**config.mk**
```make
export PLATFORM = sky130hd
export DESIGN_NAME = vram_arbiter
export DESIGN_NICKNAME = d
export VERILOG_FILES = /design/src/rtl/vram_arbiter.sv
export SDC_FILE = /design/constraint.sdc
export NUM_CORES = 1
export LEC_CHECK = 0
export ABC_CLOCK_PERIOD_IN_PS = 5850
export BUFFER_PORTS_ARGS = -buffer_cell sky130_fd_sc_hd__buf_2
export CAP_MARGIN = 20
export CORE_ASPECT_RATIO = 0.7
export CORE_UTILIZATION = 40
export CTS_BUF_LIST = sky130_fd_sc_hd__clkbuf_8 sky130_fd_sc_hd__clkbuf_16
export DETAILED_ROUTE_END_ITERATION = 6
export GPL_TIMING_DRIVEN = 0
export PLACE_DENSITY = 0.73
export SKIP_LAST_GASP = 1
export SYNTH_ARGS = -nofsm -noshare
export SYNTH_HDL_FRONTEND = slang
export SYNTH_SLANG_ARGS = --single-unit
```
**constraint.sdc**
```tcl
create_clock -name clk -period 5.85 [get_ports clk]
set_input_delay 0.585 -clock clk [delete_from_list [all_inputs] [get_ports clk]]
set_output_delay 0.585 -clock clk [all_outputs]
set_load 0.005 [all_outputs]
```
**src/rtl/vram_arbiter.sv**
```systemverilog
// vram_arbiter
// Shares the external video/system memory bus between the CPU (default owner)
// and NREQ DMA masters. The CPU is parked through a HALT/BA handshake, then the
// DMA masters are served one at a time in round-robin order using the
// hold/bus_ready protocol.
//
// Ports
//   clk, rst          system clock, synchronous active-high reset
//   cpu_halt          request to the CPU to release the bus
//   cpu_ba            CPU bus-available acknowledge
//   cpu_addr, cpu_cs  CPU address / memory select
//   req, hold         per-master bus request / bus-in-use
//   bus_ready         per-master grant (one-hot or zero)
//   dma_addr, dma_cs  per-master address (16 bits each) / memory select
//   mem_addr, mem_cs  muxed memory bus
//   owner, owner_valid  index of the DMA master that owns the bus
//   timeout_err       sticky: a grant expired without hold being raised
module vram_arbiter #(
  parameter int NREQ     = 2,
  parameter int GRANT_TO = 15
) (
  input  logic               clk,
  input  logic               rst,
  output logic               cpu_halt,
  input  logic               cpu_ba,
  input  logic [15:0]        cpu_addr,
  input  logic               cpu_cs,
  input  logic [NREQ-1:0]    req,
  input  logic [NREQ-1:0]    hold,
  output logic [NREQ-1:0]    bus_ready,
  input  logic [16*NREQ-1:0] dma_addr,
  input  logic [NREQ-1:0]    dma_cs,
  output logic [15:0]        mem_addr,
  output logic               mem_cs,
  output logic [1:0]         owner,
  output logic               owner_valid,
  output logic               timeout_err
);

  typedef enum logic [2:0] {IDLE, HALT, GRANT, OWN, TURN} state_t;

  localparam logic [3:0] CNT_LAST = 4'(GRANT_TO - 1);

  state_t            state, state_nx;
  logic [1:0]        win, win_nx;
  logic [1:0]        last;
  logic [3:0]        cnt;
  logic [15:0]       addr_last;
  logic              expire;
  logic [NREQ-1:0]   win_oh, win_nx_oh, others;
  logic              hold_w, req_w, cs_w;
  logic [15:0]       addr_w;

  // Round-robin pick: first set bit strictly after 'from', wrapping, so that
  // 'from' itself has the lowest priority.
  function automatic logic [1:0] rr_pick(input logic [1:0] from,
                                         input logic [NREQ-1:0] mask);
    logic [1:0] pick;
    int         best;
    int         rank;
    pick = from;
    best = NREQ + 1;
    for (int i = 0; i < NREQ; i++) begin
      rank = (i > int'(from)) ? (i - int'(from)) : (i - int'(from) + NREQ);
      if (mask[i] && rank < best) begin
        best = rank;
        pick = 2'(i);
      end
    end
    return pick;
  endfunction

  // Signals of the current winner, selected through one-hot masks so the
  // index width never has to match the vector width.
  always_comb begin
    win_oh    = '0;
    win_nx_oh = '0;
    addr_w    = '0;
    for (int i = 0; i < NREQ; i++) begin
      win_oh[i]    = (win == 2'(i));
      win_nx_oh[i] = (win_nx == 2'(i));
      if (win == 2'(i)) addr_w = dma_addr[16*i +: 16];
    end
    hold_w = |(hold & win_oh);
    req_w  = |(req & win_oh);
    cs_w   = |(dma_cs & win_oh);
    others = req & ~win_oh;
  end

  // State register plus the registered outputs, which are derived from the
  // next state so that they line up with the state they belong to.
  always_ff @(posedge clk) begin
    if (rst) begin
      state       <= IDLE;
      win         <= '0;
      last        <= 2'(NREQ - 1);
      cnt         <= '0;
      bus_ready   <= '0;
      cpu_halt    <= 1'b0;
      owner       <= '0;
      owner_valid <= 1'b0;
      timeout_err <= 1'b0;
      addr_last   <= '0;
    end else begin
      state     <= state_nx;
      win       <= win_nx;
      // Counts GRANT cycles; any other state reloads it for the next grant.
      cnt       <= (state == GRANT) ? cnt + 4'd1 : 4'd0;
      addr_last <= mem_addr;
      if (state == OWN && state_nx == TURN) last <= win;
      if (expire) timeout_err <= 1'b1;
      bus_ready   <= (state_nx == GRANT || state_nx == OWN) ? win_nx_oh : '0;
      cpu_halt    <= (state_nx != IDLE);
      owner_valid <= (state_nx == OWN);
      if (state_nx == OWN) owner <= win_nx;
    end
  end

  // Next-state logic. Winner selection only happens in IDLE and TURN, so
  // requests raised during OWN simply wait.
  always_comb begin
    state_nx = state;
    win_nx   = win;
    expire   = 1'b0;
    case (state)
      IDLE: begin
        if (|req) begin
          win_nx   = rr_pick(last, req);
          state_nx = HALT;
        end
      end
      HALT: begin
        if (cpu_ba) state_nx = GRANT;
      end
      GRANT: begin
        if (hold_w) begin
          state_nx = OWN;
        end else if (cnt == CNT_LAST) begin
          expire   = 1'b1;
          state_nx = TURN;
        end else if (!req_w) begin
          state_nx = TURN;
        end
      end
      OWN: begin
        if (!hold_w) state_nx = TURN;
      end
      TURN: begin
        // The master just served only gets the bus again when nobody else
        // is asking; the CPU stays halted across back-to-back grants.
        if (|others) begin
          win_nx   = rr_pick(last, others);
          state_nx = GRANT;
        end else if (req_w) begin
          state_nx = GRANT;
        end else begin
          state_nx = IDLE;
        end
      end
      default: state_nx = IDLE;
    endcase
  end

  // Memory bus mux. Outside IDLE and OWN nobody drives chip-select and the
  // address is held at its last value.
  always_comb begin
    mem_addr = addr_last;
    mem_cs   = 1'b0;
    case (state)
      IDLE: begin
        mem_addr = cpu_addr;
        mem_cs   = cpu_cs;
      end
      OWN: begin
        mem_addr = addr_w;
        mem_cs   = cs_w;
      end
      default: ;
    endcase
  end

endmodule

```
== After elaboration in Yosys (flattened, before gate mapping) ==
Cells that the tools add are included.
Widths: inputs -> output; s select.
Storage, ports and cells
  bits in registers: 34
  bits of input ports: 58
  output and inout port bits: 24
  logic and storage cells: 83
Operators by class
  add/subtract/negate cells: 5
  $lt $le $gt $ge: 4
  equality and inequality tests: 10
  muxes and demuxes: 30
  bitwise operators: 7
  reduce and logical (&&, ||, !) cells: 17
Operators with widths (count)
  $mux 32: 7
  $lt 32x32->1: 2
  $mux 16: 2
  $pmux 16 s2: 1
  $mux 3: 6
  $mux 2: 8
  $pmux 3 s5: 1
  $reduce_or 2->1: 7
  $eq 3x2->1 const B: 4
  $add 3x3->4 const B: 2
  $and 2x2->2: 4
  $eq 3x3->1 const B: 2
  $sub 1x2->3 const A: 2
  $logic_and 1x1->1: 5
  $add 4x1->4 const B: 1
  $eq 2x1->1 const B: 2
  $eq 4x4->1 const B: 1
  $logic_not 2->1: 2
  $lt 4x3->1 const B: 1
  $pmux 2 s2: 1
  $eq 3x1->1 const B: 1
  $logic_not 3->1: 1
  $mux 1: 3
  $reduce_bool 3->1: 1
  5 further kinds: 6

== Longest topological paths before layout ==
Gate-level depths: netlist of run 1.
  depth in word-level cells: 13
  mapped depth: 10
  depth with buffers taken out: 10

== Worst setup path after synthesis of run 1 ==
Ideal clock, no wire load.
  path kind: reg2reg
  from: register win[0]
  to: register win[1]
  setup time: 66 ps
  arrival: 2038 ps
  required time: 5784 ps
  setup slack: 3746 ps
  stages on the path, launching flop included: 10
  cell sequence: dfxtp_1 -> buf_6 -> clkbuf_1 -> o211ai_1 -> ha_1 -> and4bb_1 -> a32oi_1 -> and3_1 -> o21a_1 -> nor2b_1
Between the ends
  cells in the longest elaborated chain, start to end: 12
  elaborated cells between the ends (all ways): 15
  classes of those cells: 1 x order compare; 1 x eq/ne; 7 x mux; 2 x bitwise; 4 x reduce/logical
RTL lines
  start, declared: RTL line 45  | logic [1:0] win, win_nx;
  start signal, assigned: RTL line 106  | win <= win_nx;
  $logic_not 2->1: RTL line 80  | win_oh[i] = (win == 2'(i));
  $not 2->2 *: RTL line 87  | others = req & ~win_oh;
  $and 2x2->2 *: RTL line 87
  $logic_and 1x1->1: RTL line 65  | if (mask[i] && rank < best) begin
  $mux 32: RTL line 65
  $mux 32: RTL line 151  | if (|others) begin
  $mux 32: RTL line 125  | case (state)
  $lt 32x32->1: RTL line 65
  $logic_and 1x1->1: RTL line 65
  $mux 2: RTL line 65
  $mux 2 *: RTL line 151
  $pmux 2 s2 *: RTL line 125
Mark *: on every way between the ends. The rest lies on a longest branch, timed or not. The select of a mux whose other input is x is not followed.
A chain may end at the register's enable or synchronous reset.

== Final worst setup path of run 1 ==
Ends and elaborated chain as after synthesis.

==> results of run 1 <==
per-stage QoR:
stage	area, µm²	std cells	hold slack (ns)	power, mW
floorplan	1900	204	0.430	0.376
global placement	2370	339	0.447	0.440
detailed placement	2370	339	0.451	0.441
CTS	2450	345	0.461	0.609
global route	2450	345	0.478	0.641
finish	2450	345	0.460	0.606
cells in the final DEF (no fill, tap or decap), types with 4 or more instances in the layout:
cell type,count
a21oi_1,4
a22oi_1,15
buf_2,83
buf_4,4
clkbuf_1,4
clkbuf_8,6
dfxtp_1,34
ha_1,9
inv_1,6
mux2i_1,21
nand2_1,7
nand2b_1,7
nor2_1,9
nor2b_1,17
o21ai_0,7
o21ai_1,10
flip-flops by register name (all words and copies together) (netlist names):
name / flops
bus_ready: 2
cnt: 4
timeout_err: 1
last: 2
win: 2
addr_last: 16
cpu_halt: 1
owner_valid: 1
owner: 2
state: 3
worst min path at each step:
stage          slack (ns)     endpoint  cells past startpoint
2_1_floorplan        0.43       cnt[0]                      1
3_3_place_gp         0.45       cnt[0]                      1
3_5_place_dp         0.45  timeout_err                      2
4_1_cts              0.46  timeout_err                      2
5_1_grt              0.48  timeout_err                      2
6_report             0.46     owner[1]                      2
power groups by stage:
stage	clock, mW	sequential [mW]	combinational [mW]
2_1_floorplan	0	0.261	0.115
3_3_place_gp	0	0.261	0.178
3_5_place_dp	0	0.262	0.180
4_1_cts	0.171	0.257	0.181
5_1_grt	0.183	0.258	0.199
6_report	0.168	0.257	0.181
metal layers:
metal	global-route usage, %	vias up	wire length [µm]
li1	-	906	-
met1	26.6	824	2230
met2	27.9	63	1970
met3	6.41	3	379
met4	3.69	0	25
met5	0	-	0
worst max-delay path: cells and delay by family (launching register included):
family / cells / cell delay, ns
fa+ha+maj: 1 / 0.31
buf+inv: 2 / 0.67
compound gates: 3 / 0.58
flops: 1 / 0.32
simple gates: 3 / 0.52
kinds of logic after synthesis:
kind of cell / share of synthesized area, %
adders and majority gates: 5.94
xor gates and xnor gates: 0.924
muxes: 11.1
and+or+nand+nor: 20.1
buffers and inverters: 5.21
DFF: 35.9
AOI/OAI and AO/OA: 20.9
cells in the mapped netlist (2+ instances only):
library cell,instances
a21o_1,2
a21oi_1,4
a22oi_1,15
and2_1,3
buf_2,3
buf_4,4
clkbuf_1,4
dfxtp_1,34
ha_1,9
inv_1,6
mux2i_1,21
nand2_1,7
nand2b_1,7
nand3_1,3
nor2_1,9
nor2_2,2
nor2b_1,17
nor3_1,3
o211ai_1,3
o21a_1,2
o21ai_0,7
o21ai_1,10
o22ai_1,2
layout make-up:
type | instances | area [µm²]
Inverter | 6 | 22.5
Tap cell | 55 | 68.8
Clock buffer | 6 | 82.6
Multi-Input combinational cell | 151 | 1120
Buffer | 13 | 76.3
Fill cell | 412 | 2010
Timing Repair Buffer | 80 | 400
Sequential cell | 34 | 681
==> results list, run 1 <==
- CTS Sinks: 34
- Worst-case clock buffer depth: 2
- For this run, the register share of the synthesized area comes to 35.9%.
- The worst hold path begins at owner[1].
- Yosys top cell area share: 35.9%
* Overall die area: 5030 µm²
- Weighted congestion reported at the end of routability-driven placement: 0.749
- Once routing completed, OpenROAD measured the worst setup slack at 3.37 ns.
* Remaining global-route overflow: 0
- Setup violations remaining at the end of the flow were counted as 0.
- In this run the vertical extent of the chip is 59.6 µm.
- Of all cell types, the one taking the most synthesized area is dfxtp_1.
- Clk pwr share: 27.7%
- After floorplanning, the core was sized to cover 4450 µm².
- Port Buf Inserts: 80
- After synthesis, the share of flip-flops with an asynchronous set or reset is 0%.
* Slew @ Worst Pin: 0.696 ns
- Static leakage power: roughly 1.1 nW
* DRC marker count from the first detailed-route iteration: 106
* Number of enable flip-flop cells after synthesis: 0
* Final clock period utilization by the worst path: 42.5%
- The largest individual stage delay along the critical path comes from the cell clkbuf_1.
- Synth Instances: 204
- Cells traversed along the worst timing path: buf_6 > clkbuf_1 > o211ai_1 > ha_1 > and4bb_1 > a32oi_1 > and3_1 > o21a_1 > nor2b_1
- Once detail routing completed, the nets flagged for antenna violations numbered 0.
* Effective utilization at floorplan: 42.6%
- After synthesis, the netlist uses 50 different library cells.
* Post-CTS Setup Inserts: 0
* Row Count: 20
* TritonCTS clock tree: done
- Entering global routing, the biggest net connects 11 pins.
- Summing every instance area after synthesis gives 1900 µm².
* Capturing element type of the critical path: flip-flop
* IR Drop Worst-Case VDD: 0.122 mV
- Violated checks: DRC
- Number of top-level design ports: 82
* Top FF cell, synth: dfxtp_1
- End of the critical path: win[1]
- Internal reg-to-reg setup slack: between 3 and 4 ns
- The worst register-to-register path has a depth of 9.
- Flip-flop and latch count after synthesis: 34
* Syn Nets: 271
- The max-slew violation count is 0.
- Summed over all nets, the switching power comes to 177 µW.
- Of all nets on the critical path, the largest fanout is 10.
- STA classifies the critical path startpoint as a flip-flop.
- In this run, post-CTS hold repair placed 0 buffers.
- Worst r2r src: win[0]
- The critical path in this run is classified as flip-flop to flip-flop.
- Number of maximum-capacitance constraint violations: 0
- In this run the number of H-tree levels came out at 2.
* Minimum clock period: 2.48 ns
- Remaining routing DRC violations: 7
- Final HPWL from detailed placement: between 3 and 4 mm
- Largest clock skew in the final design: approximately 0.0075 ns
- Per report_power, the combinational group accounts for 29.9% of the total.
- Mean number of vias per cell: 5.21
- Once layout is complete, the utilization of the core stands at 55.0%.
- Switching fraction of total power: between 20% and 30%
* First-pass DRT Iterations: 7
- Counting the buffers created by CTS gives 5.
- Aggregate global-route resource usage: 18.8%
- Yosys Warn Count: 0
* RSZ-0062 raised after global routing: no
* Worst-case headroom to the max-slew limit: 53.6%
* Outcome: complete, but fails checks
- Max Fclk: 402 MHz
- Areal power density over the cells: 247 nW/µm²
* Internal portion of total power: between 400 and 500 µW
* Endpoint of the lowest-slack register-to-register path: win[1]
- The worst hold path belongs to the class flip-flop to flip-flop.
- 0 antenna diodes ended up in the layout.
* Routed via count: 1796
* Final Hold Viols: 0
* Clock Latency Late Sink: 0.28 ns
* Share of layout cells above drive strength 1: 35.9%
- In the final design database the tool counted roughly 360 nets.
- Number of global-route vias before repair: roughly 1500
* Flop pwr share: between 40% and 50%
* Worst slack, placed: 3.37 ns
- Dominant cells by area after synthesis: dfxtp_1 36%, mux2i_1 11%, a22oi_1 5.9%
- DRT Wirelength: 4.61 mm
* First-pass GRT wire length: about 7.2 mm
- Clock input transition at the sequential cells of the worst setup and hold paths: 0.07 ns
- Worst EP required: 6.06 ns
- In this run the horizontal extent of the chip is 84.3 µm.
* Buffer cell driving the clock tree root: clkbuf_8
- Syn avg cell area: 9.30 µm²
- Number of gates resized after cts: 0
- Area growth from synthesis to layout: 29.1%
* Number of antenna violations at the first check in global routing: 0
* Setup TNS: 0 ns
* Average wire length per cell after detail routing: 13.4 µm
- For this run, the slowest stage of the critical path takes 0.54 ns.
* Critical path launch point: win[0]
- Arrival time of the worst setup path: between 2 and 3 ns
Power figures use the tool's default switching activity.
==> run 2: changes to the inputs <==
--- a/config.mk
+++ b/config.mk
@@ -5,7 +5,8 @@
 export SDC_FILE = /design/constraint.sdc
 export NUM_CORES = 1
 export LEC_CHECK = 0
-export ABC_CLOCK_PERIOD_IN_PS = 5850
+export ABC_AREA = 1
+export ABC_CLOCK_PERIOD_IN_PS = 2250
 export BUFFER_PORTS_ARGS = -buffer_cell sky130_fd_sc_hd__buf_2
 export CAP_MARGIN = 20
 export CORE_ASPECT_RATIO = 0.7
@@ -13,7 +14,7 @@
 export CTS_BUF_LIST = sky130_fd_sc_hd__clkbuf_8 sky130_fd_sc_hd__clkbuf_16
 export DETAILED_ROUTE_END_ITERATION = 6
 export GPL_TIMING_DRIVEN = 0
-export PLACE_DENSITY = 0.73
+export PLACE_DENSITY = 0.74
 export SKIP_LAST_GASP = 1
 export SYNTH_ARGS = -nofsm -noshare
 export SYNTH_HDL_FRONTEND = slang
==> constraint.sdc (replaced) <==
create_clock -name clk -period 2.25 [get_ports clk]
set_input_delay 0.225 -clock clk [delete_from_list [all_inputs] [get_ports clk]]
set_output_delay 0.225 -clock clk [all_outputs]
set_load 0.005 [all_outputs]
==> run 2 against run 1 <==
- the run now ends clean
- power rose to 2.8 times the previous value
- clock-buffer cell count unchanged
- final cell count up 42%
- worst hold slack worse by 0.18 ns
- clock power rose to 2.7 times the previous value
- synthesized area up 15%
- fmax up 24%
- critical path depth up 3
- largest cell class unchanged
- largest power group unchanged
==> results list, run 2 <==
- Ranking of synthesized cells by instance count: 104 x nand2_1, 57 x nand3_1, 35 x inv_1 (was 34 x dfxtp_1, 21 x mux2i_1, 17 x nor2b_1)
- Count of antenna diodes in the layout: 0 (unchanged)
- The worst setup timing slack at the placement stage came to -0.0274 ns (was 3.37 ns).
* Max Fclk: 497 MHz (was 402 MHz)
* Syn avg cell area: 6.63 µm² (was 9.30 µm²)
* DRC marker count from the first detailed-route iteration: 133 (was 106)
- The maximum number of pins on one net before global-route repair is 11 (unchanged).
* Number of top-level design ports: 82 (unchanged)
- The met3 usage is 5.48% (was 6.41%).
- The initial standard-cell utilization of the core came to 41.6% (was 42.6%).
- Yosys top cell area share: 31.1% (was 35.9%)
- The routed wire length per instance is 11.3 µm (was 13.4 µm).
- The sequential area share after synthesis is 31.1% (was 35.9%).
- Combinational fraction of design power: 33.3% (was 29.9%)
- The cell with the largest stage delay on the worst path is dfxtp_4 (was clkbuf_1).
- The buffer depth of the longest clock path came to 2 (unchanged).
* Mean number of vias per cell: 4.76 (was 5.21)
- Cells traversed along the worst timing path: nor2_1 > buf_4 > or2_2 > ha_1 > nor2_1 > nor2_1 > nand3_1 > nand3_1 > nand2_2 > nand2_1 > nor2_1 > nor2_1 (was buf_6 > clkbuf_1 > o211ai_1 > ha_1 > and4bb_1 > a32oi_1 > and3_1 > o21a_1 > nor2b_1)
- Dominant cells by area after synthesis: dfxtp_1 31%, nand2_1 18%, nand3_1 13% (was dfxtp_1 36%, mux2i_1 11%, a22oi_1 5.9%).
- The via count of the first global-routing pass came to 2143 (was 1491).
- Synth Instances: 330 (was 204)
* Weighted congestion reported at the end of routability-driven placement: 0.831 (was 0.749)
- Port Buf Inserts: 80 (unchanged)
- Distinct cell type count after synthesis: 30 (was 50)
- The largest fanout on the critical path is 19 (was 10).
- Routed via count: 2326 (was 1796)
* Setup TNS: 0 ns (unchanged)
* Switching fraction of total power: 33.7% (was 29.2%)
- Net Switching: 575 µW (was 177 µW)
- The proportion of layout cells with a drive suffix above 1 came to 31.2% (was 35.9%).
- RSZ-0062 raised after global routing: no (unchanged).
- Row Count: 22 (was 20)
- Yosys Warn Count: 0 (unchanged)
- The worst vdd rail ir drop came to 0.280 mV (was 0.122 mV).
- Flip-flop and latch count after synthesis: 34 (unchanged)
- Area of the placeable core: 5260 µm² (was 4450 µm²)
* Remaining global-route overflow: 0 (unchanged)
- The share of the core filled with cells came to 52.8% (was 55.0%).
- Antenna violation net count after detailed routing: 0 (unchanged)
* Critical Path Source Type: flip-flop (unchanged)
- DRT Wirelength: 5.51 mm (was 4.61 mm)
- The category of the worst setup path capture point was a flip-flop (unchanged).
- The internal power component was 1.13 mW (was 429 µW).
- The placed instance count was 482 (was 339).
* Setup slack of the critical path after layout: 0.239 ns (was 3.37 ns)
- Area of the mapped netlist: 2190 µm² (was 1900 µm²)
* TritonCTS clock tree: done (unchanged)
- CTS Sinks: 34 (unchanged)
* Area growth from synthesis to layout: 26.8% (was 29.1%)
* WP buf/inv: 1 (was 2)
- The placed wire-length estimate came to 4.33 mm (was 3.49 mm).
- Minimum clock period: 2.01 ns (was 2.48 ns)
* Outcome: finished, final reports clean (was complete, but fails checks)
- Worst-case headroom to the max-slew limit: 65.4% (was 53.6%)
- The synthesized net count came to 397 (was 271).
* Cell type with the largest total area after synthesis: dfxtp_1 (unchanged)
* Most frequent standard cell in the layout excluding fill and tap cells: nand2_1 (was buf_2)
- Commonest non-fill, non-tap cells in the layout: 103 x nand2_1, 83 x buf_2, 57 x nand3_1 (was 83 x buf_2, 34 x dfxtp_1, 21 x mux2i_1)
* Final Hold Viols: 0 (unchanged)
- Largest clock skew in the final design: 0.00769 ns (was 0.00747 ns)
* Max reg flops: 16 (unchanged)
- Met1 Usage GRT: 25.8% (was 26.6%)
* Worst hold-check slack: 0.282 ns (was 0.460 ns)
- Number of clock buffers inserted by TritonCTS: 5 (unchanged)
* Flop pwr share: 40.1% (was 42.4%)
* Worst EP required: 2.44 ns (was 6.06 ns)
* Post-route non-filler standard cell count: 489 (was 345)
* Met2 track demand over resource in global routing: 32.3% (was 27.9%)
* Count of final setup violators: 0 (unchanged)
- Final Max Slew Viols: 0 (unchanged)
* Remaining routing DRC violations: 0 (was 7)
* Registers with the highest flip-flop counts: addr_last: 16 flops, cnt: 4 flops, state: 3 flops (unchanged)
- Type of the worst setup path: flip-flop to flip-flop (unchanged)
- The total track usage came to 20.1% (was 18.8%).
- CTS H-tree depth: 2 (unchanged)
- In this design, the critical path's most frequently occurring cell is nor2_1.
* Arrival time of the worst setup path: 2.20 ns (was 2.70 ns)
* Most common cell in the netlist: nand2_1 (was dfxtp_1)
* Dominant delay contributor by cell family on the critical path: simple AND/OR/NAND/NOR gates (was buffers and inverters)
- The most instantiated flip-flop cell in the synthesis netlist was dfxtp_1 (unchanged).
- Number of antenna violations at the first check in global routing: 0 (unchanged)
- First-pass GRT wire length: 9.20 mm (was 7.24 mm)
- The vertical die dimension came to 63.9 µm (was 59.6 µm).
- Share of async-settable or async-resettable flops after synthesis: 0% (unchanged)
- The count of fill cells added during filler insertion was 543 (was 412).
- Clock Latency Late Sink: 0.29 ns (was 0.28 ns)
- The register bank with the most flops is addr_last (unchanged).
* Static leakage power: 1.58 nW (was 1.13 nW)
- The max capacitance violation total came to 0 (unchanged).
- The largest stage delay on the critical path came to 0.38 ns (was 0.54 ns).
- Final clock period utilization by the worst path: 89.4% (was 42.5%)
* Overall die area: 5780 µm² (was 5030 µm²)
* Number of buffers inserted by hold repair at cts: 0 (unchanged)
* Number of enable flip-flop cells after synthesis: 0 (unchanged)
- The share of power burned in the clock network is 26.6% (was 27.7%).
- Path category of the worst min-delay check: input port to flip-flop (was flip-flop to flip-flop)
- The slew of the pin with the lowest slew margin was 0.519 ns (was 0.696 ns).
- The final-stage net count came to 483 (was 358).
* Buffer cell driving the clock tree root: clkbuf_8 (unchanged)
- The length of the first detailed-routing pass in iterations was 4 (was 7).
- The post-CTS clock slew at the launch and capture registers of the worst setup and hold paths was 0.07 ns (about the same).
- The most crowded layer after global routing was met2 (unchanged).
- Die X-Extent: 90.4 µm (was 84.3 µm)
- Areal power density over the cells: 615 nW/µm² (was 247 nW/µm²)
run 2: changes by cell type after synthesis, moves of 3 or more:
cell,previous run,this run
nand2_1,7,104
nand3_1,3,57
inv_1,6,35
mux2i_1,21,0
nand3_2,0,20
nor2b_1,17,0
a22oi_1,15,0
nor2_1,9,23
o21ai_1,10,2
nand2b_1,7,0
o21ai_0,7,3
and2_1,3,0
run 2: cell type report:
class	count	area (µm²)	area share (%)
Buffer	16	101	3.65
Clock buffer	6	82.6	2.98
Clock inverter	2	8.76	0.316
Inverter	38	145	5.23
Multi-Input combinational cell	241	1260	45.4
Sequential cell	34	688	24.8
Tap cell	72	90.1	3.25
Timing Repair Buffer	80	400	14.4
run 2: power groups by stage:
| stage | sequential (mW) | combinational [mW] | clock, mW |
|---|---|---|---|
| 5_1_grt | 0.689 | 0.644 | 0.499 |
| 4_1_cts | 0.684 | 0.574 | 0.470 |
| 2_1_floorplan | 0.692 | 0.378 | 0 |
| 3_3_place_gp | 0.695 | 0.564 | 0 |
| 3_5_place_dp | 0.697 | 0.571 | 0 |
| 6_report | 0.684 | 0.569 | 0.454 |
run 2: what timing repair did:
action | 4_1_cts | 5_1_grt
gates cloned | 0 | 0
setup endpoints to repair | 2 | 3
pin swaps | 0 | 0
buffers inserted | 0 | 0
resized for setup | 2 | 5
run 2: cells by family (layout without fill, tap and decap cells):
logic type | Yosys count | after routing | share of synthesized area, %
fa+ha+maj | 9 | 9 | 5.15
simple gates | 215 | 215 | 47.6
flops | 34 | 34 | 31.1
buf+inv | 55 | 142 | 11.5
compound gates | 16 | 16 | 4.29
xor+xnor | 1 | 1 | 0.400
run 2: worst reg2reg max path: cells and delay by family (launching register included):
family                   cells  cell delay [ns]
AND/OR/NAND/NOR             10             1.05
adder cells (fa/ha/maj)      1             0.28
flip-flops                   1             0.38
buffers and inverters        1             0.21
run 2: through the flow:
stage	power, mW	area (µm²)
3_3_place_gp	1.26	2680
5_1_grt	1.83	2780
6_report	1.71	2780
3_5_place_dp	1.27	2680
2_1_floorplan	1.07	2190
4_1_cts	1.73	2770
run 2: worst paths after layout:
path	slack, ns	from	cells past startpoint	endpoint
max	0.24	win[1]	12	owner[0]
min	0.28	rst	2	owner_valid
max reg2reg	0.24	win[1]	12	owner[0]
min reg2reg	0.44	owner[1]	2	owner[1]
run 2: metal layers:
layer | up-vias | wire length (µm)
met5 | - | 0
met4 | 0 | 78
met3 | 8 | 320
met2 | 67 | 2380
met1 | 1021 | 2740
li1 | 1230 | -
